**src/rtl/multicycle_control.sv**
```systemverilog
// Multicycle RISC-V control unit: Moore FSM driving datapath enables and muxes,
// plus a 32-bit retired-instruction counter.
module multicycle_control (
  input  logic        clock,
  input  logic        reset,
  input  logic [6:0]  opcode,
  input  logic [2:0]  funct3,
  input  logic        funct7,
  input  logic [2:0]  alu_flags,
  output logic        weIR,
  output logic        wePC,
  output logic        weReg,
  output logic        weMem,
  output logic        sinalMux1,
  output logic [1:0]  sinalMux2,
  output logic        sinalMux4,
  output logic        pc_src,
  output logic [3:0]  control,
  output logic [3:0]  state_reg,
  output logic        halted,
  output logic [31:0] retired
);

  typedef enum logic [3:0] {
    FETCH     = 4'd0,
    DECODE    = 4'd1,
    EXEC_R    = 4'd2,
    EXEC_I    = 4'd3,
    WB_ALU    = 4'd4,
    MEM_ADDR  = 4'd5,
    MEM_READ  = 4'd6,
    MEM_WB    = 4'd7,
    MEM_WRITE = 4'd8,
    BRANCH    = 4'd9,
    JAL       = 4'd10,
    JALR      = 4'd11,
    AUIPC     = 4'd12,
    HALT      = 4'd15
  } state_t;

  localparam logic [3:0] ALU_ADD = 4'b0010;
  localparam logic [3:0] ALU_SUB = 4'b0110;

  state_t state;
  state_t next_state;

  logic flag_zero;
  logic signed_lt;
  logic branch_ok;

  assign flag_zero = alu_flags[0];
  assign signed_lt = alu_flags[1] ^ alu_flags[2];
  assign branch_ok = (funct3 == 3'b000) || (funct3 == 3'b001) ||
                     (funct3 == 3'b100) || (funct3 == 3'b101);
  assign state_reg = state;

  always_ff @(posedge clock or posedge reset) begin
    if (reset) state <= FETCH;
    else       state <= next_state;
  end

  always_comb begin
    next_state = HALT;
    case (state)
      FETCH:  next_state = DECODE;
      DECODE: begin
        case (opcode)
          7'b0110011: next_state = EXEC_R;
          7'b0010011: next_state = EXEC_I;
          7'b0000011,
          7'b0100011: next_state = MEM_ADDR;
          7'b1100011: next_state = BRANCH;
          7'b1101111: next_state = JAL;
          7'b1100111: next_state = JALR;
          7'b0010111: next_state = AUIPC;
          default:    next_state = HALT;
        endcase
      end
      EXEC_R, EXEC_I: next_state = WB_ALU;
      WB_ALU:         next_state = FETCH;
      MEM_ADDR:       next_state = (opcode == 7'b0000011) ? MEM_READ : MEM_WRITE;
      MEM_READ:       next_state = MEM_WB;
      MEM_WB:         next_state = FETCH;
      MEM_WRITE:      next_state = FETCH;
      BRANCH:         next_state = branch_ok ? FETCH : HALT;
      JAL, JALR:      next_state = FETCH;
      AUIPC:          next_state = FETCH;
      default:        next_state = HALT;
    endcase
  end

  // Reset overrides the state decode combinationally so enables drop without a clock edge.
  always_comb begin
    weIR      = 1'b0;
    wePC      = 1'b0;
    weReg     = 1'b0;
    weMem     = 1'b0;
    sinalMux1 = 1'b0;
    sinalMux2 = 2'b00;
    sinalMux4 = 1'b0;
    pc_src    = 1'b0;
    control   = ALU_ADD;
    halted    = 1'b0;
    case (state)
      FETCH:  weIR = 1'b1;
      EXEC_R: begin
        sinalMux1 = 1'b1;
        control   = funct7 ? ALU_SUB : ALU_ADD;
      end
      EXEC_I: control = ALU_ADD;
      WB_ALU: begin
        weReg     = 1'b1;
        sinalMux2 = 2'b01;
        wePC      = 1'b1;
      end
      MEM_ADDR, MEM_READ: control = ALU_ADD;
      MEM_WB: begin
        weReg = 1'b1;
        wePC  = 1'b1;
      end
      MEM_WRITE: begin
        weMem = 1'b1;
        wePC  = 1'b1;
      end
      BRANCH: begin
        sinalMux1 = 1'b1;
        control   = ALU_SUB;
        if (branch_ok) begin
          wePC = 1'b1;
          case (funct3)
            3'b000:  pc_src = flag_zero;
            3'b001:  pc_src = ~flag_zero;
            3'b100:  pc_src = signed_lt;
            default: pc_src = ~signed_lt;
          endcase
        end
      end
      JAL, JALR: begin
        weReg     = 1'b1;
        sinalMux2 = 2'b10;
        sinalMux4 = (state == JALR);
        pc_src    = 1'b1;
        wePC      = 1'b1;
      end
      AUIPC: begin
        weReg     = 1'b1;
        sinalMux2 = 2'b11;
        wePC      = 1'b1;
      end
      HALT:    halted = 1'b1;
      default: halted = 1'b0;
    endcase
    if (reset) begin
      weIR      = 1'b0;
      wePC      = 1'b0;
      weReg     = 1'b0;
      weMem     = 1'b0;
      sinalMux1 = 1'b0;
      sinalMux2 = 2'b00;
      sinalMux4 = 1'b0;
      pc_src    = 1'b0;
      control   = ALU_ADD;
      halted    = 1'b0;
    end
  end

  always_ff @(posedge clock or posedge reset) begin
    if (reset)     retired <= 32'd0;
    else if (wePC) retired <= retired + 32'd1;
  end

endmodule
```
**config.mk**
```make
export PLATFORM = sky130hd
export DESIGN_NAME = multicycle_control
export DESIGN_NICKNAME = d
export VERILOG_FILES = /design/src/rtl/multicycle_control.sv
export SDC_FILE = /design/constraint.sdc
export NUM_CORES = 1
export LEC_CHECK = 0
export CAP_MARGIN = 20
export CELL_PAD_IN_SITES_DETAIL_PLACEMENT = 1
export CELL_PAD_IN_SITES_GLOBAL_PLACEMENT = 1
export CORE_ASPECT_RATIO = 0.9
export CORE_MARGIN = 2
export CORE_UTILIZATION = 37
export CTS_BUF_LIST = sky130_fd_sc_hd__clkbuf_16
export DETAILED_ROUTE_END_ITERATION = 12
export GPL_TIMING_DRIVEN = 0
export PLACE_DENSITY = 0.91
export SYNTH_ARGS = -nofsm -noshare
export SYNTH_HDL_FRONTEND = slang
export SYNTH_SLANG_ARGS = --single-unit
```
**constraint.sdc**
```tcl
create_clock -name clock -period 4.2 [get_ports clock]
set_input_delay 1.26 -clock clock [delete_from_list [all_inputs] [get_ports clock]]
set_output_delay 1.26 -clock clock [all_outputs]
set_load 0.01 [all_outputs]
```
After elaboration in Yosys (flattened, before gate mapping)
Cells that the tools add are included.
{ "classes": {"n_addsub": 1, "n_eq_ne": 24, "n_mux": 28, "n_bitwise": 3, "reduce_logical": 11} }
{ "op_table": {"columns": ["op", "n"], "rows": [
  ["$pmux 4 s7", 2],
  ["$add 32x1->32 const B", 1],
  ["$eq 4x4->1 const B", 6],
  ["$eq 7x7->1 const B", 3],
  ["$eq 4x3->1 const B", 4],
  ["$mux 1", 16],
  ["$eq 7x5->1 const B", 2],
  ["$eq 7x6->1 const B", 2],
  ["$mux 4", 3],
  ["$eq 4x2->1 const B", 2],
  ["$reduce_or 2->1", 4],
  ["$eq 7x2->1 const B", 1],
  ["$eq 3x3->1 const B", 2],
  ["$pmux 2 s3", 1],
  ["$pmux 3 s2", 1],
  ["$reduce_or 6->1", 1],
  ["$reduce_or 5->1", 1],
  ["$eq 4x1->1 const B", 1],
  ["$logic_not 4->1", 1],
  ["$pmux 1 s2", 2],
  ["$eq 3x1->1 const B", 1],
  ["$logic_not 3->1", 1],
  ["$logic_or 1x1->1", 3],
  ["$mux 3", 1],
  ["4 further kinds", 5]
]} }
{ "word_totals": {"reg_bits": 36, "inputBits": 16, "out_inout_bits": 50} }

Depth between registers and ports, before layout
{ "logic_depth": {"word_depth": 7, "depth_mapped": 7, "ltp_nobuf": 6} }

Worst setup path before layout
OpenSTA, ideal clock, no wires.
{ "synth_timing": {"kind": "input to output", "start": "input port reset", "end": "output port weIR", "t_arrival_ns": 2.380, "required_time_ns": 2.940, "slack_ns": 0.560, "cell_stages": 2, "path_cell_list": "inv_1 > and3_1"} }
{ "synth_via": {"elab_chain_cells": 1} }
{ "synth_lines": {"columns": ["element", "line", "source"], "rows": [
  ["start: declaration", "5", "input logic reset,"],
  ["$mux 1", "153", "if (reset) begin"],
  ["end: declaration", "10", "output logic weIR,"]
]} }
Every way passes these cells.

Final worst setup path
Ends and elaborated chain as after synthesis.

==> impl_metrics.env <==
export IMPL_rows=26
export IMPL_cp_end_kind="primary output"
export IMPL_synth_edf_count=0
export IMPL_yosys_top_cells_area="dfrtp_1, xor2_1, nand2_1"
export IMPL_hp_class="reg -> reg"
export IMPL_grt_overflow=0
export IMPL_async_flop_share_pct=100
export IMPL_coreArea_mm2=0.00560
export IMPL_die_w_um=83.8
export IMPL_worst_pin_slew_ns=0.551
export IMPL_cts_tree="yes"
export IMPL_p_total_mw=1.37
export IMPL_yosysMostFrequentCell="dfrtp_1"
export IMPL_ioPinCount=66
export IMPL_status="finished clean"
export IMPL_syn_inst=223
export IMPL_synth_top_area_share_pct=42.5
export IMPL_avgRoutedWirePerCell_um=15.9
export IMPL_grt_pass1_vias=1989
export IMPL_grt_max_degree=40
export IMPL_clock_sinks=36
export IMPL_yosysTopAreaCell="dfrtp_1"
export IMPL_layout_setup_ws_ns=0.189
export IMPL_synthDistinctLibCells=42
export IMPL_worstSetupPathType="in -> out"
export IMPL_start_util_pct=37.9
export IMPL_finalWirelength_um=5800
export IMPL_rsz0062_at_grt="false"
export IMPL_finalHoldViolCount=0
export IMPL_finalCritPeriodShare_pct=95.5
export IMPL_antenna_found_initial=0
export IMPL_placed_cell_area_mm2=0.00283
export IMPL_grt_pass1_wl_um=9690
export IMPL_p_per_area_mw_per_mm2=459
export IMPL_setup_tns_ns=0
export IMPL_dpl_cell_count=356
export IMPL_report_final_slew_viol_count=0
export IMPL_slew_headroom_pct=62.9
export IMPL_cts_reportedPaths_clkPinSlew_ns=0.05
export IMPL_finClkSkew_ns=0.00195
export IMPL_area_growth_pct=40.8
export IMPL_h_tree_depth=2
export IMPL_cts_buffers=5
export IMPL_grt_usage_pct=19.3
export IMPL_drt_iter0_markers=47
export IMPL_finalWorstPathRequiredPeriod_ns=4.01
export IMPL_drive_above_1_share_pct=10.5
export IMPL_largest_reg_flops=32
export IMPL_utilization_pct=53.4
export IMPL_fin_nets=311
export IMPL_synth_seq_cells=36
export IMPL_hold_ws_ns=0.467
export IMPL_cts_path_max_buffers=2
export IMPL_drtAntennaViolNets=0
export IMPL_io_buffers=62
export IMPL_critical_path_arrival_ns=2.75
export IMPL_cts_hold_buffers_added=0
export IMPL_vias=1931
export IMPL_leakage_nw=1.33
export IMPL_maxCapViolCount=0
export IMPL_fin_area_mm2=0.00299
export IMPL_gp_congestion=0.788
export IMPL_avgSynthCellArea_um2=9.50
export IMPL_crit_path_max_fanout=39
export IMPL_startpoint_type="input port"
export IMPL_clock_latency_ns=0.27
export IMPL_fp_dieArea_mm2=0.00635
export IMPL_critPathRequiredTime_ns=2.94
export IMPL_netlist_area_mm2=0.00212
export IMPL_max_vdd_ir_drop_mv=0.308
export IMPL_synthFlopType="dfrtp_1"
export IMPL_num_fill_cells=651
export IMPL_synthTopCellsByCount="dfrtp_1, nand2_1, xor2_1"
export IMPL_diodes=0
export IMPL_setup_viol=0
export IMPL_fmax_mhz=249
export IMPL_ys_warn_count=0
export IMPL_dpl_worst_slack_ns=-0.388
export IMPL_drc_errors=0
export IMPL_die_h_um=75.8
export IMPL_instances_no_fill=365
export IMPL_dpl_hpwl_um=4230
export IMPL_yosysSeqAreaShare_pct=42.5
export IMPL_root_buffer="clkbuf_16"
export IMPL_firstDrtPassIters=4
export IMPL_routed_via_density=5.29
## per-layer routing
metal	GRT usage, %	up-vias	part of all wire [%]
met5	0	-	0
met4	6.63	0	2.0
met3	3.14	11	2.8
met2	34.0	40	50
met1	24.8	957	45
li1	-	923	-
## placed cells by master, fill, tap and decap left out, types with 6 or more instances in the layout
master           instances
inv_1                    9
xnor2_1                  9
clkdlybuf4s50_1         59
and3_1                   6
nor3_1                  13
nand3_1                  6
xor2_1                  24
nand4_1                  8
nor2_1                  13
nand2_1                 28
a21oi_1                  6
nor4_1                   9
buf_4                    7
nor4_2                   6
dfrtp_1                 36
## critical path, stage by stage
cell	delay [ns]
dlygate4sd2_1	0.36
inv_6	0.33
and3_1	0.23
clkdlybuf4s50_1	0.57
## power by group
part | total (mW) | internal (mW) | switching [mW] | leakage, nW
combinational | 0.567 | 0.261 | 0.306 | 0.797
sequential | 0.461 | 0.398 | 0.0632 | 0.460
clock | 0.342 | 0.213 | 0.129 | 0.0738
total | 1.37 | 0.872 | 0.499 | 1.33
## logic make-up after synthesis
kind of cell | share of synthesized area, %
AOI/OAI and AO/OA | 6.20
buffers and inverters | 5.49
adders and majority gates | 0.590
and+or+nand+nor | 30.3
other | 0.354
xor gates and xnor gates | 13.6
muxes | 0.945
DFF | 42.5
## cell type report
| class | instances | area (um^2) | share of cell area [%] |
|---|---|---|---|
| inverters | 9 | 38.8 | 1.30 |
| well taps | 70 | 87.6 | 2.93 |
| repair buffers | 63 | 624 | 20.9 |
| clock buffers | 5 | 125 | 4.19 |
| plain buffers | 12 | 82.6 | 2.77 |
| clock inverters | 3 | 11.3 | 0.377 |
| flip-flops and latches | 36 | 901 | 30.2 |
| multi-input cells | 167 | 1110 | 37.3 |
## final timing paths
path | start | to | slack, ns | depth (start not counted)
worst max-delay path | reset | weIR | 0.19 | 4
worst min-delay path | retired[31]$_DFFE_PP0P_ | retired[31]$_DFFE_PP0P_ | 0.47 | 1
worst max register to register | state_reg[2]$_DFF_PP0_ | retired[23]$_DFFE_PP0P_ | 2.10 | 8
worst min register to register | retired[31]$_DFFE_PP0P_ | retired[31]$_DFFE_PP0P_ | 0.47 | 1
max in group asynchronous | reset | retired[11]$_DFFE_PP0P_ | 2.66 | 2
min in group asynchronous | reset | retired[20]$_DFFE_PP0P_ | 1.28 | 2
## what timing repair did
action,in CTS,in global routing
setup endpoints to repair,5,0
buffers inserted,1,0
gates resized for setup,8,0
Power figures use the tool's default switching activity.
